### src/rtl/mdio_pkg.sv
// mdio_pkg: scheduler state encoding, BMSR constants and the MDIO address pack shared with mdio_core
package mdio_pkg;

  typedef enum logic [2:0] {
    ST_IDLE,
    ST_ISSUE,
    ST_WAIT_RD,
    ST_WAIT_WR,
    ST_DONE
  } mdio_st_e;

  localparam logic [4:0] BMSR_REG      = 5'd1;
  localparam int         BMSR_LINK_BIT = 2;

  function automatic logic [7:0] mdio_pack(input logic [2:0] phy, input logic [4:0] ra);
    return {phy, ra};
  endfunction

endpackage

### src/rtl/mdio_rr_arb2.sv
// mdio_rr_arb2: two-way round-robin arbiter; on contention the port not granted last wins
module mdio_rr_arb2 (
  input  logic       clk,
  input  logic       rst_n,
  input  logic [1:0] req,
  input  logic       en,
  output logic [1:0] gnt
);

  logic last;

  always_comb gnt = (req == 2'b11) ? (last ? 2'b01 : 2'b10) : req;

  // Resetting to "port 1 served last" gives port 0 the first tie.
  always_ff @(posedge clk or negedge rst_n) begin
    if (!rst_n) last <= 1'b1;
    else if (en && |req) last <= gnt[1];
  end

endmodule

### src/rtl/mdio_sched.sv
// mdio_sched: serialises host requests and periodic BMSR polls onto the single mdio_core port
module mdio_sched
  import mdio_pkg::*;
#(
  parameter logic [31:0] MDC_BASE       = 32'h0000_0000,
  parameter int unsigned POLL_CYC       = 50_000_000,
  parameter logic [2:0]  POLL_PHY       = 3'd0,
  parameter int unsigned WR_GUARD_CYC   = 1536,
  parameter int unsigned RD_TIMEOUT_CYC = 2048
) (
  input  logic        clk,
  input  logic        rst_n,
  input  logic        host_req,
  input  logic        host_rwn,
  input  logic [2:0]  host_phy,
  input  logic [4:0]  host_reg,
  input  logic [15:0] host_wdat,
  output logic        host_ack,
  output logic        host_err,
  output logic [15:0] host_rdat,
  output logic        mgmt_req,
  output logic [31:0] mgmt_adr,
  output logic        mgmt_rwn,
  output logic [1:0]  mgmt_wen,
  output logic [31:0] mgmt_txd,
  input  logic        mgmt_ack,
  input  logic        mgmt_rxe,
  input  logic [31:0] mgmt_rxd,
  output logic        link_up,
  output logic        link_irq
);

  localparam int unsigned WAIT_MAX = (WR_GUARD_CYC > RD_TIMEOUT_CYC) ? WR_GUARD_CYC : RD_TIMEOUT_CYC;
  localparam int CW = $clog2(WAIT_MAX + 1);
  localparam int PW = $clog2(POLL_CYC + 1);

  mdio_st_e      state, nxt;
  logic [1:0]    gnt;
  logic          idle_gnt, rd_err, own_poll, poll_pend;
  logic [CW-1:0] wcnt;
  logic [PW-1:0] ptmr;
  logic          rxd_unused;

  assign rxd_unused = ^mgmt_rxd[31:16];

  mdio_rr_arb2 u_arb (
    .clk  (clk),
    .rst_n(rst_n),
    .req  ({poll_pend, host_req}),
    .en   (state == ST_IDLE),
    .gnt  (gnt)
  );

  assign idle_gnt = (state == ST_IDLE) && |gnt;
  assign rd_err   = (state == ST_WAIT_RD) && !mgmt_rxe;

  always_comb begin
    nxt = state;
    case (state)
      ST_IDLE:    nxt = idle_gnt ? ST_ISSUE : ST_IDLE;
      ST_ISSUE:   nxt = !mgmt_ack ? ST_ISSUE : (mgmt_rwn ? ST_WAIT_RD : ST_WAIT_WR);
      ST_WAIT_RD: nxt = (mgmt_rxe || wcnt == '0) ? ST_DONE : ST_WAIT_RD;
      ST_WAIT_WR: nxt = (wcnt == '0) ? ST_DONE : ST_WAIT_WR;
      default:    nxt = ST_IDLE;
    endcase
  end

  always_ff @(posedge clk or negedge rst_n) begin
    if (!rst_n) state <= ST_IDLE;
    else state <= nxt;
  end

  // mgmt_* doubles as the command register: loaded at grant, held through the transaction.
  always_ff @(posedge clk or negedge rst_n) begin
    if (!rst_n) begin
      mgmt_req  <= 1'b0;
      mgmt_adr  <= '0;
      mgmt_rwn  <= 1'b1;
      mgmt_wen  <= 2'b00;
      mgmt_txd  <= '0;
      host_ack  <= 1'b0;
      host_err  <= 1'b0;
      host_rdat <= '0;
      link_up   <= 1'b0;
      link_irq  <= 1'b0;
      own_poll  <= 1'b0;
      wcnt      <= '0;
    end else begin
      host_ack <= 1'b0;
      host_err <= 1'b0;
      link_irq <= 1'b0;
      if (idle_gnt) begin
        own_poll <= gnt[1];
        mgmt_req <= 1'b1;
        mgmt_adr <= MDC_BASE | {24'b0, gnt[1] ? mdio_pack(POLL_PHY, BMSR_REG) : mdio_pack(host_phy, host_reg)};
        mgmt_rwn <= gnt[1] | host_rwn;
        mgmt_wen <= (gnt[1] | host_rwn) ? 2'b00 : 2'b11;
        mgmt_txd <= {16'b0, gnt[1] ? 16'b0 : host_wdat};
      end
      // Read timeout is loaded two short so host_ack lands exactly RD_TIMEOUT_CYC after the ack.
      if (state == ST_ISSUE && mgmt_ack) begin
        mgmt_req <= 1'b0;
        wcnt     <= mgmt_rwn ? CW'(RD_TIMEOUT_CYC - 2) : CW'(WR_GUARD_CYC - 1);
      end else if ((state == ST_WAIT_RD || state == ST_WAIT_WR) && wcnt != '0) begin
        wcnt <= wcnt - 1'b1;
      end
      if (nxt == ST_DONE && !own_poll) begin
        host_ack <= 1'b1;
        host_err <= rd_err;
        if (mgmt_rwn && !rd_err) host_rdat <= mgmt_rxd[15:0];
      end
      if (nxt == ST_DONE && own_poll && !rd_err) begin
        link_up  <= mgmt_rxd[BMSR_LINK_BIT];
        link_irq <= mgmt_rxd[BMSR_LINK_BIT] != link_up;
      end
    end
  end

  // An expiry coinciding with the poll grant re-arms the request rather than being lost.
  always_ff @(posedge clk or negedge rst_n) begin
    if (!rst_n) begin
      ptmr      <= PW'(POLL_CYC - 1);
      poll_pend <= 1'b0;
    end else begin
      ptmr      <= (ptmr == '0) ? PW'(POLL_CYC - 1) : ptmr - 1'b1;
      poll_pend <= (ptmr == '0) | (poll_pend & ~(idle_gnt & gnt[1]));
    end
  end

endmodule

### config.mk
export PLATFORM = sky130hd
export DESIGN_NAME = mdio_sched
export DESIGN_NICKNAME = d
export VERILOG_FILES = /design/src/rtl/mdio_pkg.sv /design/src/rtl/mdio_rr_arb2.sv /design/src/rtl/mdio_sched.sv
export SDC_FILE = /design/constraint.sdc
export NUM_CORES = 1
export LEC_CHECK = 0
export CAP_MARGIN = 30
export CORE_AREA = 8 8 111 113
export CTS_BUF_LIST = sky130_fd_sc_hd__clkbuf_8
export CTS_CLUSTER_SIZE = 30
export DETAILED_ROUTE_END_ITERATION = 6
export DIE_AREA = 0 0 119 121
export PLACE_DENSITY = 0.88
export SLEW_MARGIN = 20
export SYNTH_ARGS = -nofsm -noshare
export SYNTH_HDL_FRONTEND = slang
export SYNTH_HIERARCHICAL = 1
export SYNTH_SLANG_ARGS = --single-unit
export TNS_END_PERCENT = 10
### constraint.sdc
create_clock -name clk -period 2.6 [get_ports clk]
set_clock_uncertainty 0.2 [all_clocks]
set_input_delay 0.52 -clock clk [delete_from_list [all_inputs] [get_ports clk]]
set_output_delay 0.52 -clock clk [all_outputs]
set_load 0.02 [all_outputs]
==> flow_summary.ini, run 1 <==
[die]
die_w_microns = 119
io_pins = 150
dieArea_sq_um = 14400
row_count = 38
die_h_microns = 121
coreArea_sq_um = 10600
initial_core_util = 0.416

[pwr]
irDropWorstVdd_v = 0.000601
p_leak_nw = 2.38
totalPowerFinal_mw = 5.37
cellPowerDensity_nw_per_um2 = 951

[cells_and_area]
finish.utilization = 0.533
fin_nets = 604
drive_gt1_frac = 0.151
fillCellCount = 923
instances_no_fill = 684
finalInstanceArea_sq_um = 5650
syn_to_final_growth_pct = 28.0
diodes = 0

[timing]
hold_viol = 0
period_needed_ps = 2430
slew_headroom = 0.621
tns_ps = 0
setup_ws_ps = 170
worstMarginPinSlew_ps = 563
hold_ws_ps = 270
rsz0062_at_grt = no
timing.final.crit_share = 0.934
final_max_slew_viol_count = 0
max_freq_ghz = 0.412
setup_viol = 0

[clock_network]
htreeDepth = 3
clkLatencyLatePin_ps = 360
cts_buffers = 9
cts_tree = yes
clock_sinks = 91
clk_path_buf_depth = 2
clk_pin_slew_ps = 90
clockRootBuffer = clkbuf_8

[detailed_routing]
avgRoutedWirePerCell_microns = 15.0
postRouteAntennaNets = 0
drt_iter0_drc = 198
drtPass1Iterations = 4
via_per_inst = 5.15
drcViolationCount = 0
wl_microns = 10300
vias = 3520

[placed_design]
dp_hpwl_microns = 7810
portBuffers = 93
dpl_cell_area_sq_um = 5430
pre_cts_slack_ps = 64.6
gp_congestion = 0.857
dp_cells = 667

[synthesis]
yosys_warnings = 6
avgSynthCellArea_sq_um = 10.0
synth_cells = 439
ys_ff_latch = 91
synth_cell_types = 51
synth-edff-count = 0
synthArstFlopShare = 1.00
ys.flop_type = dfrtp_1
syn_area_sq_um = 4410
yosysSeqAreaShare = 0.522

[critical_path]
critPathMaxFanout = 8
worst_r2r_path_depth = 4
crit_path_end_kind = flop
start_kind = flop
critPathLaunch = ptmr[7]
r2r-start = ptmr[7]
r2r-end = ptmr[13]
cp-endpoint = ptmr[13]
rrSetupSlack_ps = 170
crit_type = flop to flop
crit_required_ps = 2700
crit_arrival_ps = 2530

[global_route]
grt_pass1_wl_microns = 17200
met1_usage = 0.178
gr-total-overflow = 0
grt_util_met3 = 0.0582
antenna_found_initial = 0
met2_usage = 0.228
grt_use_total = 0.145
grt_busiest_layer = met2
grt_pass1_vias = 3498
grt_max_degree = 42

[hold_path]
hold_path_class = flop to flop

[flow_run]
max_cap_violations = 0

[status]
status = finished clean
power by group:
part | leakage (nW) | switching [mW] | internal (mW)
logic | 1.20 | 1.20 | 1.06
registers | 1.07 | 0.278 | 1.84
clock network | 0.105 | 0.514 | 0.481
total | 2.38 | 1.99 | 3.38
worst min path at each step:
stage	start	slack (ps)	cells past startpoint	to
2_1_floorplan	rst_n	20	0	host_ack
3_5_place_dp	ptmr[0]	250	1	ptmr[0]
4_1_cts	ptmr[0]	270	1	ptmr[0]
5_1_grt	ptmr[0]	290	1	ptmr[0]
3_3_place_gp	ptmr[0]	240	1	ptmr[0]
6_report	ptmr[0]	270	1	ptmr[0]
critical path, cell delays in order (launching register included):
cell and delay (ps):
dfrtp_1 410, or4_1 630, or4_4 610, or4_1 420, nand3_1 100
sequential cells by signal, summed over array words and instances, names as in the netlist:
name,count
host_ack,1
link_up,1
own_poll,1
mgmt_wen,1
ptmr,26
mgmt_txd,16
wcnt,12
u_arb/last,1
link_irq,1
poll_pend,1
host_rdat,16
mgmt_rwn,1
mgmt_req,1
mgmt_adr,8
state,3
host_err,1
cells in the final DEF (no fill, tap or decap), drive strengths merged, types with 3 or more instances in the layout:
cell            n
or3             8
and2            4
nor3           12
a211o           3
mux2           19
nor2           23
o31ai           6
nand2          57
dfrtp          71
nor2b           4
nand3          17
clkdlybuf4s50  92
or4            13
clkbuf         10
xor2            4
nor4            7
a31oi           7
a21oi          27
buf            21
and3            6
inv            12
xnor2           8
o22ai           3
o211ai          4
conb           40
ha              3
dfstp          20
o21ai          11
per-layer routing:
layer | wire length, microns | vias to the layer above | part of all wire
met5 | 0 | - | 0
met4 | 85 | 0 | 0.0083
met3 | 1010 | 8 | 0.099
met2 | 4890 | 149 | 0.48
met1 | 4290 | 1705 | 0.42
li1 | - | 1658 | -
synthesized netlist by cell type, types with 2 or more instances:
| cell | instances | area (sq um) |
|---|---|---|
| o21a_1 | 2 | 15.0 |
| mux2_2 | 19 | 214 |
| xnor2_1 | 8 | 70.1 |
| nand2_1 | 57 | 214 |
| a31oi_1 | 7 | 43.8 |
| or3_1 | 7 | 43.8 |
| a211o_1 | 3 | 26.3 |
| nor3_1 | 12 | 60.1 |
| inv_1 | 10 | 37.5 |
| and3_1 | 6 | 37.5 |
| nand3b_1 | 2 | 15.0 |
| nand2b_1 | 2 | 12.5 |
| xor2_1 | 4 | 35.0 |
| or4_1 | 13 | 97.6 |
| nor4_1 | 6 | 37.5 |
| o22ai_1 | 3 | 18.8 |
| mux2i_1 | 2 | 20.0 |
| buf_4 | 41 | 308 |
| buf_2 | 3 | 15.0 |
| nand3_1 | 17 | 85.1 |
| nor2b_1 | 4 | 25.0 |
| o41ai_1 | 2 | 17.5 |
| dfrtp_1 | 71 | 1780 |
| and2_1 | 4 | 25.0 |
| a21oi_1 | 27 | 135 |
| nand4_1 | 2 | 12.5 |
| a211oi_1 | 2 | 15.0 |
| o211ai_1 | 4 | 30.0 |
| o21ai_0 | 11 | 55.1 |
| o31ai_1 | 6 | 45.0 |
| nor2_1 | 23 | 86.3 |
| dfstp_2 | 20 | 526 |
| clkbuf_1 | 19 | 71.3 |
| ha_1 | 3 | 37.5 |
timing repair:
| action | in CTS | in global routing |
|---|---|---|
| hold buffers | 1 | 0 |
| setup buffers | 0 | 0 |
| setup endpoints to repair | 0 | 1 |
| resized for setup | 0 | 1 |
| endpoints found under the hold margin | 31 | 0 |
layout make-up:
class	count	area, sq um	area share
inverter	10	37.5	0.00665
clock inverter	6	71.3	0.0126
clock buffer	10	138	0.0244
timing repair buffer	114	1100	0.195
sequential	91	2300	0.408
tap	140	175	0.0310
multi-input combinational	313	1820	0.323
kinds of logic (layout without fill, tap and decap cells):
logic type	after synthesis	in the layout	synth area share
AO/OA/AOI/OAI	72	72	0.101
XOR/XNOR	12	12	0.0238
adder cells (fa/ha/maj)	3	3	0.00851
buffers and inverters	74	140	0.0990
flip-flops	91	91	0.522
multiplexers	21	21	0.0530
other	1	40	0.000850
AND/OR/NAND/NOR	165	165	0.192
No activity file was read; power rests on OpenSTA's default activity.
==> run 2: changes to the inputs <==
Settings changed: CORE_AREA 8 8 111 113 to 2 2 105 107, DIE_AREA 0 0 119 121 to 0 0 107 109, RECOVER_POWER set to 25.
==> flow_summary.ini, run 2 (synthesis gave the netlist of run 1 again) <==
[critical_path]
start_kind = flop
rrSetupSlack_ps = 110
worst_r2r_path_depth = 6
crit_required_ps = 2670
crit_arrival_ps = 2560
critPathMaxFanout = 6
crit_type = flop to flop
r2r-start = ptmr[0]
r2r-end = ptmr[14]
crit_path_end_kind = flop

[timing]
hold_viol = 0
tns_ps = 0
final_max_slew_viol_count = 0
hold_ws_ps = 265
period_needed_ps = 2490
max_freq_ghz = 0.402
slew_headroom = 0.318
timing.final.crit_share = 0.956
rsz0062_at_grt = no
setup_viol = 0
worstMarginPinSlew_ps = 1020

[cells_and_area]
final_cell_mix = clkdlybuf4s50_1 (92), dfrtp_1 (71), nand2_1 (57)
instances_no_fill = 683
drive_gt1_frac = 0.149
area.sequential_sq_um = 2300
final_common_cell = clkdlybuf4s50_1
fin_nets = 603
multiInputGateArea_sq_um = 1830
fillCellCount = 933
regMostFlops = ptmr
reg_top3 = ptmr: 26 flops, host_rdat: 16 flops, mgmt_txd: 16 flops
syn_to_final_growth_pct = 26.9
largest_reg_flops = 26
diodes = 0

[die]
dieArea_sq_um = 11700
die_h_microns = 109
die_w_microns = 107
row_count = 38
initial_core_util = 0.416
coreArea_sq_um = 10600
io_pins = 150

[clock_network]
clk_path_buf_depth = 2
clockRootBuffer = clkbuf_8
cts_buffers = 9
cts_tree = yes
cts_setup_buffers = 0
clock_sinks = 91
htreeDepth = 3
clk_pin_slew_ps = 90
clkLatencyLatePin_ps = 350

[detailed_routing]
vias = 3535
drt_iter0_drc = 182
wl_microns = 9750
avgRoutedWirePerCell_microns = 14.3
postRouteAntennaNets = 0
drtPass1Iterations = 4
via_per_inst = 5.18
drcViolationCount = 0

[pwr]
cellPowerDensity_nw_per_um2 = 938
p_leak_nw = 2.36
irDropWorstVdd_v = 0.000589
totalPowerFinal_mw = 5.25

[placed_design]
dp_hpwl_microns = 7250
dp_cells = 666
portBuffers = 93
gp_congestion = 0.951

[status]
status = finished clean

[global_route]
grt_use_total = 0.170
grt_pass1_vias = 3480
grt_busiest_layer = met2
met2_usage = 0.297
met1_usage = 0.207
gr-total-overflow = 0
antenna_found_initial = 0
grt_pass1_wl_microns = 15800
grt_max_degree = 43
grt_util_met3 = 0.0412

[hold_path]
hp-start = ptmr[0]
hold_path_class = flop to flop
hold_path_end = ptmr[0]
hold-path-cell-count = 1

[flow_run]
max_cap_violations = 0
run 2: cell count changes in the layout (fill, tap and decap cells not counted), sizes merged:
cell	previous run	this run
buf	21	17
clkbuf	10	12
bufinv	1	0
clkinv	2	3
inv	12	13
run 2: where the power goes:
part	leakage, nW	total (mW)	switching (mW)	internal [mW]
Clock	0.0921	0.898	0.535	0.363
Combinational	1.19	2.24	1.19	1.05
Sequential	1.07	2.11	0.275	1.84
Total	2.36	5.25	2.00	3.25
run 2: worst max path at each step:
stage,depth (start not counted),slack (ps),end,start
2_1_floorplan,7,80,host_rdat[10],wcnt[0]
3_3_place_gp,4,150,ptmr[13],ptmr[8]
3_5_place_dp,4,50,ptmr[13],ptmr[7]
4_1_cts,4,30,ptmr[13],ptmr[7]
5_1_grt,6,20,ptmr[14],ptmr[0]
6_report,6,110,ptmr[14],ptmr[0]
run 2: worst max-delay path, stage by stage, from the launching register on:
cell and delay (ps):
dfstp_2 390, inv_1 60, ha_1 200, or4b_4 500, or3_4 450, or4_1 440
xnor2_1 180
run 2: layout make-up:
type                            count  area share
Sequential cell                    91       0.411
Multi-Input combinational cell    313       0.326
Timing Repair Buffer              113       0.192
Tap cell                          140      0.0313
Clock buffer                        9      0.0221
Clock inverter                      7      0.0105
Inverter                           10     0.00670
run 2: timing repair:
action,CTS,global route
endpoints found under the setup margin,0,3
hold buffers,1,0
endpoints found under the hold margin,32,0
gates resized for setup,0,2
run 2: metal layers:
layer / part of all wire / vias to the layer above / routed length (microns)
li1: - / 1647 / -
met1: 0.42 / 1742 / 4120
met2: 0.49 / 133 / 4800
met3: 0.071 / 13 / 688
met4: 0.014 / 0 / 139
met5: 0 / - / 0
run 2: through the flow:
stage,util,area [sq um],setup WS [ps]
after floorplan,-,4560,80.5
after global routing,0.528,5600,20.0
after CTS,0.529,5610,33.2
after detailed placement,0.511,5420,50.5
final,0.528,5600,114
after global placement,0.511,5420,146
